==> config.mk <==
export PLATFORM = sky130hd
export DESIGN_NAME = mod_check_scheduler
export DESIGN_NICKNAME = d
export VERILOG_FILES = /design/src/rtl/mod_check_scheduler.sv
export SDC_FILE = /design/constraint.sdc
export NUM_CORES = 1
export LEC_CHECK = 0
export ABC_AREA = 1
export BUFFER_PORTS_ARGS = -buffer_cell sky130_fd_sc_hd__clkbuf_2
export CORE_MARGIN = 2
export CORE_UTILIZATION = 56
export CTS_CLUSTER_SIZE = 10
export DETAILED_ROUTE_END_ITERATION = 7
export GPL_ROUTABILITY_DRIVEN = 0
export PLACE_DENSITY_LB_ADDON = 0.08
export SYNTH_ARGS = -nofsm -noshare
export SYNTH_HDL_FRONTEND = slang
export SYNTH_SLANG_ARGS = --single-unit
==> constraint.sdc <==
create_clock -name clk -period 4.1 [get_ports clk]
set_input_delay 0.82 -clock clk [delete_from_list [all_inputs] [get_ports clk]]
set_output_delay 0.82 -clock clk [all_outputs]
set_load 0.05 [all_outputs]
==> src/rtl/mod_check_scheduler.sv <==
// Round-robin shared serial residue engine: grants one requester word at a time, reduces it
// MSB-first modulo DIVISOR one bit per cycle, and returns remainder/divisible/id on a result port.
module mod_check_scheduler #(
   parameter int unsigned  NUM_REQ    = 4,
   parameter int unsigned  DATA_WIDTH = 8,
   parameter int unsigned  DIVISOR    = 3,
   localparam int unsigned RW         = $clog2(DIVISOR),
   localparam int unsigned IW         = $clog2(NUM_REQ)
) (
   input  logic                            clk,
   input  logic                            resetn,
   input  logic [NUM_REQ-1:0]              req_valid,
   input  logic [NUM_REQ*DATA_WIDTH-1:0]   req_data,
   output logic [NUM_REQ-1:0]              req_ready,
   output logic                            res_valid,
   input  logic                            res_ready,
   output logic [IW-1:0]                   res_id,
   output logic [RW-1:0]                   res_rem,
   output logic                            res_div,
   output logic                            busy
);

   localparam int unsigned CW      = $clog2(DATA_WIDTH + 1);
   localparam int unsigned LastBit = DATA_WIDTH - 1;
   localparam int unsigned LastReq = NUM_REQ - 1;
   localparam logic [CW-1:0] CntLast   = LastBit[CW-1:0];
   localparam logic [IW-1:0] GrantInit = LastReq[IW-1:0];
   localparam logic [RW:0]   DivW      = DIVISOR[RW:0];

   typedef enum logic [1:0] {StIdle, StShift, StDone} state_e;

   state_e                state_q, state_d;
   logic [DATA_WIDTH-1:0] shreg_q, shreg_d;
   logic [CW-1:0]         cnt_q, cnt_d;
   logic [RW-1:0]         residue_q, residue_d;
   logic [IW-1:0]         last_grant_q, last_grant_d;
   logic [IW-1:0]         cur_id_q, cur_id_d;
   logic [IW-1:0]         res_id_q, res_id_d;
   logic [RW-1:0]         res_rem_q, res_rem_d;
   logic                  res_valid_q, res_valid_d;
   logic                  res_div_q, res_div_d;

   logic                  grant_found;
   logic [IW-1:0]         grant_idx;
   logic [DATA_WIDTH-1:0] grant_word;
   int unsigned           idx;
   logic [RW:0]           t, t_sub;
   logic [RW-1:0]         residue_next;

   // Search starts just after the last winner so a continuously valid requester cannot starve others.
   always_comb begin
      grant_found = 1'b0;
      grant_idx   = '0;
      idx         = 0;
      for (int unsigned k = 0; k < NUM_REQ; k++) begin
         idx = (32'(last_grant_q) + 32'd1 + k) % NUM_REQ;
         if (!grant_found && req_valid[idx[IW-1:0]]) begin
            grant_found = 1'b1;
            grant_idx   = idx[IW-1:0];
         end
      end
      grant_word = '0;
      for (int unsigned k = 0; k < NUM_REQ; k++) begin
         if (grant_idx == k[IW-1:0]) grant_word = req_data[k*DATA_WIDTH +: DATA_WIDTH];
      end
   end

   always_comb begin
      req_ready = '0;
      if (state_q == StIdle && grant_found) req_ready[grant_idx] = 1'b1;
   end

   // t < 2*DIVISOR, so a single conditional subtract keeps the residue reduced.
   always_comb begin
      t            = {residue_q, shreg_q[DATA_WIDTH-1]};
      t_sub        = t - DivW;
      residue_next = (t >= DivW) ? t_sub[RW-1:0] : t[RW-1:0];
   end

   always_comb begin
      state_d      = state_q;
      shreg_d      = shreg_q;
      cnt_d        = cnt_q;
      residue_d    = residue_q;
      last_grant_d = last_grant_q;
      cur_id_d     = cur_id_q;
      res_id_d     = res_id_q;
      res_rem_d    = res_rem_q;
      res_valid_d  = res_valid_q;
      res_div_d    = res_div_q;
      unique case (state_q)
         StIdle: begin
            if (grant_found) begin
               shreg_d      = grant_word;
               cur_id_d     = grant_idx;
               last_grant_d = grant_idx;
               residue_d    = '0;
               cnt_d        = '0;
               state_d      = StShift;
            end
         end
         StShift: begin
            residue_d = residue_next;
            shreg_d   = shreg_q << 1;
            cnt_d     = cnt_q + 1'b1;
            if (cnt_q == CntLast) begin
               state_d     = StDone;
               res_rem_d   = residue_next;
               res_div_d   = (residue_next == '0);
               res_id_d    = cur_id_q;
               res_valid_d = 1'b1;
            end
         end
         StDone: begin
            if (res_ready) begin
               res_valid_d = 1'b0;
               state_d     = StIdle;
            end
         end
         default: state_d = StIdle;
      endcase
   end

   always_ff @(posedge clk or negedge resetn) begin
      if (!resetn) begin
         state_q      <= StIdle;
         shreg_q      <= '0;
         cnt_q        <= '0;
         residue_q    <= '0;
         last_grant_q <= GrantInit;
         cur_id_q     <= '0;
         res_id_q     <= '0;
         res_rem_q    <= '0;
         res_valid_q  <= 1'b0;
         res_div_q    <= 1'b0;
      end else begin
         state_q      <= state_d;
         shreg_q      <= shreg_d;
         cnt_q        <= cnt_d;
         residue_q    <= residue_d;
         last_grant_q <= last_grant_d;
         cur_id_q     <= cur_id_d;
         res_id_q     <= res_id_d;
         res_rem_q    <= res_rem_d;
         res_valid_q  <= res_valid_d;
         res_div_q    <= res_div_d;
      end
   end

   assign res_valid = res_valid_q;
   assign res_id    = res_id_q;
   assign res_rem   = res_rem_q;
   assign res_div   = res_div_q;
   assign busy      = (state_q != StIdle);

endmodule

==> run metrics, run 1 <==
Netlist cell types=29; Register-to-Register Path Depth=15; global-route wire length before repair=6600 µm; max_cap viols=0; final worst slack=0.712 ns; ANT cells=0; cell breakdown of the critical path=inv_2, nand2_1, nand2_1, nand2_1, nand2_2, nor2_4, nand4_2, nand2_2, inv_2, nor3_1, clkbuf_2; clk_skew=0.0141 ns; static leakage=1.24 nW; die area=3630 µm²; Slew @ Worst Pin=0.632 ns; arrival time at the worst endpoint=2.57 ns; Starting DRT DRC Count=118; row count=20; final worst path period need=3.39 ns; # DRC=0; status=finished, final reports clean; vias in the first global route=1636; commonest non-fill, non-tap cell in the layout=nand2_1; hpwl dp=2940 µm; leading area contributor after synthesis=dfrtp_1; Syn. warnings=0; GRT Residual Overflow=0; Final Max Slew Viols=0; Initial Util=58.5%; RSZ-0062 raised after global routing=false; antenna violations before repair=0; Worst VDD drop=523 µV; Synth Register Bits=26; slowest cell on the critical path=dfstp_2; PortBufs=49; Routed Antenna Nets=0; Power Dens Cells=979 nW/µm²; via count=1784; via/cell ratio=4.93; Hold Path Class=reg -> reg; Worst setup EP type=output pin; largest net degree at the start of global routing=27; dpl ws=0.932 ns; Hold Crit Depth=1; Setup TNS Final=0 ns; most used cell, CP=nand2_1; final hold viol count=0; post-route clock period utilization=82.6%; Die X-Extent=60.2 µm; most area-consuming cells after synthesis=dfrtp_1 34%, nand2_1 23%, nand3_1 7.1%; average size of a mapped cell=6.56 µm²; post-synthesis sequential area ratio=36.9%; fillcell total=288; Layout Area Growth over Synthesis=17.7%; placed cells=358; H-tree levels=1; CP max stage delay=0.67 ns; CP startpoint kind=flop; CORE AREA=3030 µm²; Resize count post-CTS=0; fmax=295 MHz; Worst-Skew Late Latency=0.31 ns; CTS Sinks=26; Post-Route WL=3720 µm; post-synthesis cell area=1770 µm²; Gate Count Post-Synth=270; io pins=50; cts hold-fix bufs=0; post-route insts no fill=362; syn_nets=311; post-CTS setup buffers=0; clock buffer depth=2; Slew headroom=57.9%; Final setup viols=0; most frequent cells in the layout=110 x nand2_1, 49 x clkbuf_2, 26 x inv_1, 26 x nor2_1, 25 x nand3_1; Num CTS Buffers=3; Worst Path Max Fanout=20; first-pass iteration count of the detailed router=4; wire per inst=10.3 µm; Setup CP Type=reg -> out; top cell type's share of synthesized area=33.9%; root buf cell=clkbuf_4; Worst-path clk slew=0.14 ns; Layout Nets=360; all-layer global routing usage=23.3%; Die H=60.2 µm; CTS tree=yes; WP data required=3.28 ns; fraction of layout cells with a size suffix above 1=24.2%
[through the flow]
| step | hold slack (ns) | instance area [µm²] | util (%) | total power (W) |
|---|---|---|---|---|
| 2_1_floorplan | 0.429 | 1770 | - | 0.00166 |
| 3_5_place_dp | 0.457 | 2030 | 67.1 | 0.00188 |
| 4_1_cts | 0.475 | 2080 | 68.8 | 0.00205 |
| 3_3_place_gp | 0.439 | 2030 | 67.1 | 0.00186 |
| 6_report | 0.468 | 2080 | 68.8 | 0.00204 |
| 5_1_grt | 0.493 | 2080 | 68.8 | 0.00227 |
[synth_stat cells]
master and count:
a22oi_1 1, o21ai_1 2, ha_1 2, inv_2 6
nand4_2 1, dfrtp_1 24, buf_2 2, buf_4 2
a21oi_1 6, o21a_1 1, clkbuf_1 1, a22o_1 1
nand3_1 25, nor2_2 1, dfstp_2 2, nand3_2 5
nor2_1 26, o31ai_1 2, nand4_1 3, nor2_4 1
nand2_1 110, o22ai_1 1, nand2_2 5, or2_1 1
nor3_1 1, o21ai_0 8, inv_1 26, buf_6 3
nand3b_1 1
[sequential cells by signal, indices dropped and copies added, names as in the netlist]
signal        flops
cnt_q             4
cur_id_q          2
last_grant_q      2
res_div           1
res_id            2
res_rem           2
res_valid         1
residue_q         2
shreg_q           8
state_q           2
[power by group]
| part | leakage (nW) | total [W] | internal, W | switching, W |
|---|---|---|---|---|
| logic | 0.892 | 0.00140 | 0.000438 | 0.000964 |
| clock network | 0.0279 | 0.000168 | 0.0000988 | 0.0000692 |
| registers | 0.316 | 0.000470 | 0.000384 | 0.0000859 |
[worst paths after layout]
| check | to | startpoint | slack, ns |
|---|---|---|---|
| max | req_ready[0] | last_grant_q[0] | 0.71 |
| min | state_q[1] | state_q[0] | 0.47 |
| max reg2reg | shreg_q[7] | last_grant_q[0] | 1.65 |
| min reg2reg | state_q[1] | state_q[0] | 0.47 |
| max in group asynchronous | residue_q[0] | resetn | 3.18 |
| min in group asynchronous | res_valid | resetn | 0.50 |
[routing by layer]
| metal | vias up | track usage [%] | wire [µm] |
|---|---|---|---|
| met4 | 0 | 2.86 | 13 |
| met3 | 2 | 4.55 | 134 |
| li1 | 952 | - | - |
| met2 | 43 | 40.4 | 1830 |
| met1 | 787 | 30.9 | 1730 |
| met5 | - | 0 | 0 |
[area by class of cell]
class                      count  area (µm²)  area share [%]
clock inverter                 1        30.0            1.44
clock buffer                   3        22.5            1.08
timing repair buffer          52         268            12.9
sequential                    26         653            31.4
inverter                      32         120            5.77
multi-input combinational    204         935            44.9
tap                           44        55.1            2.64
[logic make-up (layout without fill, tap and decap cells)]
family                     count (synthesis)  in the layout  share of synthesized area, %
and+or+nand+nor                          180            180                          44.3
adders and majority gates                  2              2                          1.41
buffers and inverters                     40             88                          10.3
DFF                                       26             26                          36.9
AOI/OAI and AO/OA                         22             22                          7.07
[worst max-delay path, delay by kind of cell (launching register included)]
family / cells / cell delay (ns)
simple gates: 8 / 1.07
buf+inv: 3 / 0.51
flops: 1 / 0.67
Power figures use the tool's default switching activity.
==> inputs of run 2 (changes only) <==
CORE_UTILIZATION = 47   (was 56)
clock period = 2.95 ns   (was 4.1 ns; I/O delays follow)
==> run 2 against run 1 <==
  * Clock power rose by 33%
  * Non-clock buffer count is 3 higher
  * Design area rose by 3.7%
  * Combinational power up 51%
  * Via count is 0.22% higher
  * Sequential share of layout area down 1.1 points
  * Register-to-register slack got worse by 1.0 ns
  * Wire length up 2.4%
  * Die area rose by 18%
  * Count of clock-buffer cells in the layout increased by 1
  * First-iteration DRC count shrank 36%
  * Clock skew down 0.013 ns
  * Highest routed layer unchanged
==> run metrics, run 2 (synthesized netlist as in run 1, its figures left out) <==
Worst VDD drop=617 µV (+18%); clock power share=7.5% (-0.7 points); Initial Util=48.7% (-9.7 points); PortBufs=49 (unchanged); CTS tree=yes; hpwl dp=3000 µm (+2.1%); WP data required=2.36 ns (-0.92 ns); status=finished, final reports clean; most used cell, CP=nand2_1; Switching Fraction=54.2% (-0.61 points); commonest non-fill, non-tap cell in the layout=nand2_1; final worst slack=0.198 ns (-0.514 ns); Worst setup EP type=output pin; slowest cell on the critical path=dfstp_2; Final setup viols=0 (unchanged); clk_skew=0.00107 ns (-0.0130 ns); post-route clock period utilization=93.3%; H-tree levels=1 (unchanged); CORE AREA=3630 µm² (+20%); Worst Path Max Fanout=10 (-50%); cts hold-fix bufs=0 (unchanged); antenna violations before repair=0 (unchanged); register with the most flip-flops=shreg_q; row count=22 (+10%); Num CTS Buffers=3 (unchanged); via count=1788 (+0.22%); Starting DRT DRC Count=75 (-36%); Buf/Inv on CP=3 (unchanged); Worst-Skew Late Latency=0.26 ns (-0.05 ns); Slew headroom=57.4% (-0.43 points); wire per inst=10.3 µm (+0.43%); RSZ-0062 raised after global routing=false; largest net degree at the start of global routing=27 (unchanged); CP top delay family=simple AND/OR/NAND/NOR gates; root buf cell=clkbuf_8; Layout Area Growth over Synthesis=22.0%; dpl ws=0.221 ns (-0.711 ns); Die X-Extent=65.4 µm (+8.6%); final hold viol count=0 (unchanged); first-pass iteration count of the detailed router=4 (unchanged); Worst-path clk slew=0.08 ns (-0.06 ns); static leakage=1.26 nW (+2.1%); cell breakdown of the critical path=buf_12, nand2_1, nand2_2, nand2_1, nand2_1, inv_2, nand3_2, nand3_2, nor3_2, clkbuf_2; Die H=65.4 µm (+8.6%); CP max stage delay=0.57 ns (-0.10 ns); ANT cells=0 (unchanged); Final Max Slew Viols=0 (unchanged); # DRC=0 (unchanged); fmax=363 MHz; final worst path period need=2.75 ns; Setup CP Type=reg -> out; Hold Path Class=in -> async; most frequent cells in the layout=110 x nand2_1, 47 x clkbuf_2, 25 x inv_1; global-route wire length before repair=6720 µm (+1.8%); Largest regs=shreg_q x8, cnt_q x4; arrival time at the worst endpoint=2.16 ns (-0.41 ns); max_cap viols=0 (unchanged); max FFs per register=8 (unchanged); Cell Int Power=0.00136 W (+48%); Setup TNS Final=0 ns (unchanged); io pins=50 (unchanged); Psw=0.00161 W (+44%); Post-Route WL=3800 µm (+2.4%); all-layer global routing usage=19.4% (-3.9 points); Power Dens Cells=1380 nW/µm² (+41%); Comb power frac=70.9% (+2.2 points); r2r setup slk=0.65 ns (-1.00 ns); GRT Residual Overflow=0 (unchanged); Layout Nets=363 (+0.83%); Routed Antenna Nets=0 (unchanged); vias in the first global route=1601 (-2.1%); Seq pwr share=21.6% (-1.4 points); CP startpoint kind=flop; Slew @ Worst Pin=0.639 ns (+0.00647 ns); fraction of layout cells with a size suffix above 1=26.5% (+2.3 points); clock buffer depth=2 (unchanged); via/cell ratio=4.85 (-1.7%); CTS Sinks=26 (unchanged); die area=4270 µm² (+18%)
==> run 2: timing repair <==
action	4_1_cts	5_1_grt
endpoints found under the setup margin	2	4
resized for setup	2	4
buffers inserted	0	1
gates cloned	0	0
==> run 2: area by class of cell <==
class | instances | area, µm²
repair buffers | 55 | 318
well taps | 48 | 60.1
flip-flops and latches | 26 | 653
clock buffers | 4 | 55.1
inverters | 32 | 120
multi-input cells | 204 | 955
fillers | 354 | 1470
==> run 2: worst paths after layout <==
check                                start            to  cells past startpoint
max reg2reg                last_grant_q[1]    shreg_q[7]                     16
min reg2reg                     state_q[0]    state_q[1]                      1
max                        last_grant_q[0]  req_ready[0]                     10
min in group clk                state_q[0]    state_q[1]                      1
max in group asynchronous           resetn      cnt_q[1]                      1
min                                 resetn     res_id[1]                      1
==> run 2: metal layers <==
layer / up-vias / wire length [µm] / GRT usage [%] / part of all wire, %
li1: 951 / - / - / -
met1: 810 / 1770 / 25.0 / 47
met2: 25 / 1890 / 35.2 / 50
met3: 2 / 130 / 3.60 / 3.4
met4: 0 / 8 / 1.56 / 0.21
met5: - / 0 / 0 / 0
==> run 2: power groups by stage <==
stage          Clock (W)  Sequential [W]  Combinational (W)
2_1_floorplan          0        0.000740            0.00158
3_3_place_gp           0        0.000654            0.00203
3_5_place_dp           0        0.000662            0.00205
4_1_cts         0.000227        0.000655            0.00207
5_1_grt         0.000243        0.000663            0.00241
6_report        0.000223        0.000641            0.00211
==> run 2: through the flow <==
step,instance area (µm²),total power (W),hold slack (ns),cells,utilization [%]
after global placement,2070,0.00268,0.433,364,57.0
after floorplan,1780,0.00232,0.294,270,-
final,2160,0.00297,0.333,369,59.5
after global routing,2160,0.00331,0.380,369,59.5
after detailed placement,2070,0.00271,0.439,364,57.0
after CTS,2130,0.00295,0.351,368,58.7
==> inputs of run 3 (changes only) <==
ABC_AREA = 0   (was 1)
CORE_UTILIZATION = 46   (was 47)
==> run 3 against run 2 <==
  * Via count shrank 15%
  * Wire length rose by 2.5%
  * Non-clock buffer count shrank 2
  * Register-to-register slack improved by 0.45 ns
  * Combinational power decreased by 36%
  * Core utilization is 1.9 points lower
  * Fmax rose by 0.85%
  * Design area shrank 11%
  * Critical path depth fell by 5
  * Cell count down 24%
  * Sequential power grew 5.6%
==> run metrics, run 3 <==
Final Max Slew Viols=0 (unchanged); Power Dens Cells=1140 nW/µm² (-17%); post-synthesis cell area=1590 µm² (-10%); final hold viol count=0 (unchanged); Die H=62.7 µm (-4.1%); Initial Util=47.5% (-1.2 points); wire per inst=13.9 µm (+35%); Hold Path Class=in -> async; Synth Register Bits=26 (unchanged); Worst VDD drop=514 µV (-17%); CP startpoint kind=flop; Routed Antenna Nets=0 (unchanged); Slew headroom=57.2% (-0.27 points); CP top delay family=flip-flops; slowest cell on the critical path=dfstp_2; Final setup viols=0 (unchanged); fmax=366 MHz (+0.85%); post-route clock period utilization=92.5% (-0.79 points); Multi-input gate area=885 µm² (-7.3%); Layout Area Growth over Synthesis=21.1%; Setup TNS Final=0 ns (unchanged); hpwl dp=2990 µm (-0.23%); Worst-path clk slew=0.14 ns (+0.06 ns); Setup CP Type=reg -> out; synth cell count leaders=32 x nor2_1, 30 x nand2_1, 24 x dfrtp_1; Worst-Skew Late Latency=0.32 ns (+0.06 ns); leading area contributor after synthesis=dfrtp_1; Largest regs=shreg_q x8, cnt_q x4; average size of a mapped cell=8.58 µm² (+31%); H-tree levels=1 (unchanged); static leakage=0.949 nW (-25%); Slew @ Worst Pin=0.643 ns (+0.00406 ns); post-synthesis sequential area ratio=41.2% (+4.3 points); global-route wire length before repair=6690 µm (-0.40%); cell breakdown of the critical path=and2b_1, a21oi_1, o211ai_2, nor3_2, clkbuf_2; commonest non-fill, non-tap cell in the layout=clkbuf_2; syn_nets=226 (-27%); cts hold-fix bufs=0 (unchanged); register with the most flip-flops=shreg_q; CP max stage delay=0.59 ns (+0.02 ns); clock buffer depth=2 (unchanged); Async SR Flop Fraction=100% (unchanged); Num CTS Buffers=3 (unchanged); Worst Path Max Fanout=9 (-1); first-pass iteration count of the detailed router=6 (+2); PortBufs=49 (unchanged); row count=21 (-4.5%); most common cell in the netlist=nor2_1; GRT Residual Overflow=0 (unchanged); Buf/Inv on CP=1 (-2); total power=0.00220 W (-26%); Netlist cell types=39 (+34%); worst hold slack=0.258 ns (-0.0744 ns); largest net degree at the start of global routing=27 (unchanged); max FFs per register=8 (unchanged); most frequent cells in the layout=49 x clkbuf_2, 32 x nor2_1, 30 x nand2_1; fillcell total=316 (-11%); arrival time at the worst endpoint=2.14 ns (-0.02 ns); Starting DRT DRC Count=55 (-27%); number of flops mapped to enable cells by yosys=0 (unchanged); # DRC=0 (unchanged); ANT cells=0 (unchanged); max_cap viols=0 (unchanged); status=finished, final reports clean; CTS tree=yes; io pins=50 (unchanged); all-layer global routing usage=21.0% (+1.6 points); clk_skew=0.00617 ns (+0.00510 ns); die area=3930 µm² (-7.9%); Post-Route WL=3900 µm (+2.5%); Syn. warnings=0 (unchanged); Worst setup EP type=output pin; antenna violations before repair=0 (unchanged); fraction of layout cells with a size suffix above 1=32.3% (+5.9 points); Resize count post-CTS=0 (-2); post-CTS setup buffers=0 (unchanged); via count=1526 (-15%); most area-consuming cells after synthesis=dfrtp_1 38%, nor2_1 7.6%, nand2_1 7.1%; Sequential Area=653 µm² (unchanged); Gate Count Post-Synth=185 (-31%); placed cells=277 (-24%); Layout Nets=277 (-24%); RSZ-0062 raised after global routing=false; top cell type's share of synthesized area=37.9% (+3.9 points); WP data required=2.36 ns (about the same); root buf cell=clkbuf_4; via/cell ratio=5.43 (+12%); CORE AREA=3340 µm² (-8.2%); CTS Sinks=26 (unchanged); Top FF cell, synth=dfrtp_1; vias in the first global route=1568 (-2.1%); post-route insts no fill=281 (-24%); final worst path period need=2.73 ns (-0.0232 ns); Die X-Extent=62.7 µm (-4.1%)
==> run 3: changes by cell type after synthesis, sizes merged, moves of 8 or more <==
cell,change
a221o,+8
inv,-28
mux2i,+8
nand2,-85
nand3,-29
nor2,+10
o21ai,+10
==> run 3: cell type report <==
class | instances | share of cell area [%]
clock buffer | 4 | 1.89
timing repair buffer | 53 | 14.3
multi-input combinational | 148 | 46.0
inverter | 4 | 0.781
sequential | 26 | 34.0
tap | 46 | 2.99
==> run 3: worst paths after layout <==
kind,start,endpoint,slack [ns],cells past startpoint
max,last_grant_q[0],req_ready[2],0.22,5
min,resetn,state_q[0],0.26,1
max reg2reg,last_grant_q[0],shreg_q[0],1.10,6
min reg2reg,cur_id_q[0],res_id[0],0.49,2
max in group asynchronous,resetn,shreg_q[5],2.27,1
min in group clk,res_ready,state_q[1],0.46,2
==> run 3: metal layers <==
layer | up-vias | share of wire, % | global-route usage, %
met1 | 732 | 42 | 24.2
met4 | 0 | 0.33 | 2.50
met3 | 2 | 4.3 | 4.32
met5 | - | 0 | 0
li1 | 755 | - | -
met2 | 37 | 53 | 40.6
==> run 3: per-stage QoR <==
| step | worst slack [ns] | cell area (µm²) | util (%) |
|---|---|---|---|
| 2_1_floorplan | 0.372 | 1590 | - |
| 3_3_place_gp | 0.391 | 1880 | 56.3 |
| 3_5_place_dp | 0.332 | 1880 | 56.3 |
| 4_1_cts | 0.111 | 1920 | 57.4 |
| 5_1_grt | 0.116 | 1920 | 57.6 |
| 6_report | 0.221 | 1920 | 57.6 |
==> run 3: report_power, final <==
part | internal [W] | switching [W]
clock network | 0.0000755 | 0.000103
registers | 0.000543 | 0.000134
logic | 0.000513 | 0.000830
==> run 3: cell families after synthesis <==
group | after synthesis | share of synthesized area, %
adder cells (fa/ha/maj) | 2 | 1.58
flip-flops | 26 | 41.2
AO/OA/AOI/OAI | 50 | 22.7
AND/OR/NAND/NOR | 88 | 25.7
multiplexers | 8 | 5.05
buffers and inverters | 11 | 3.79
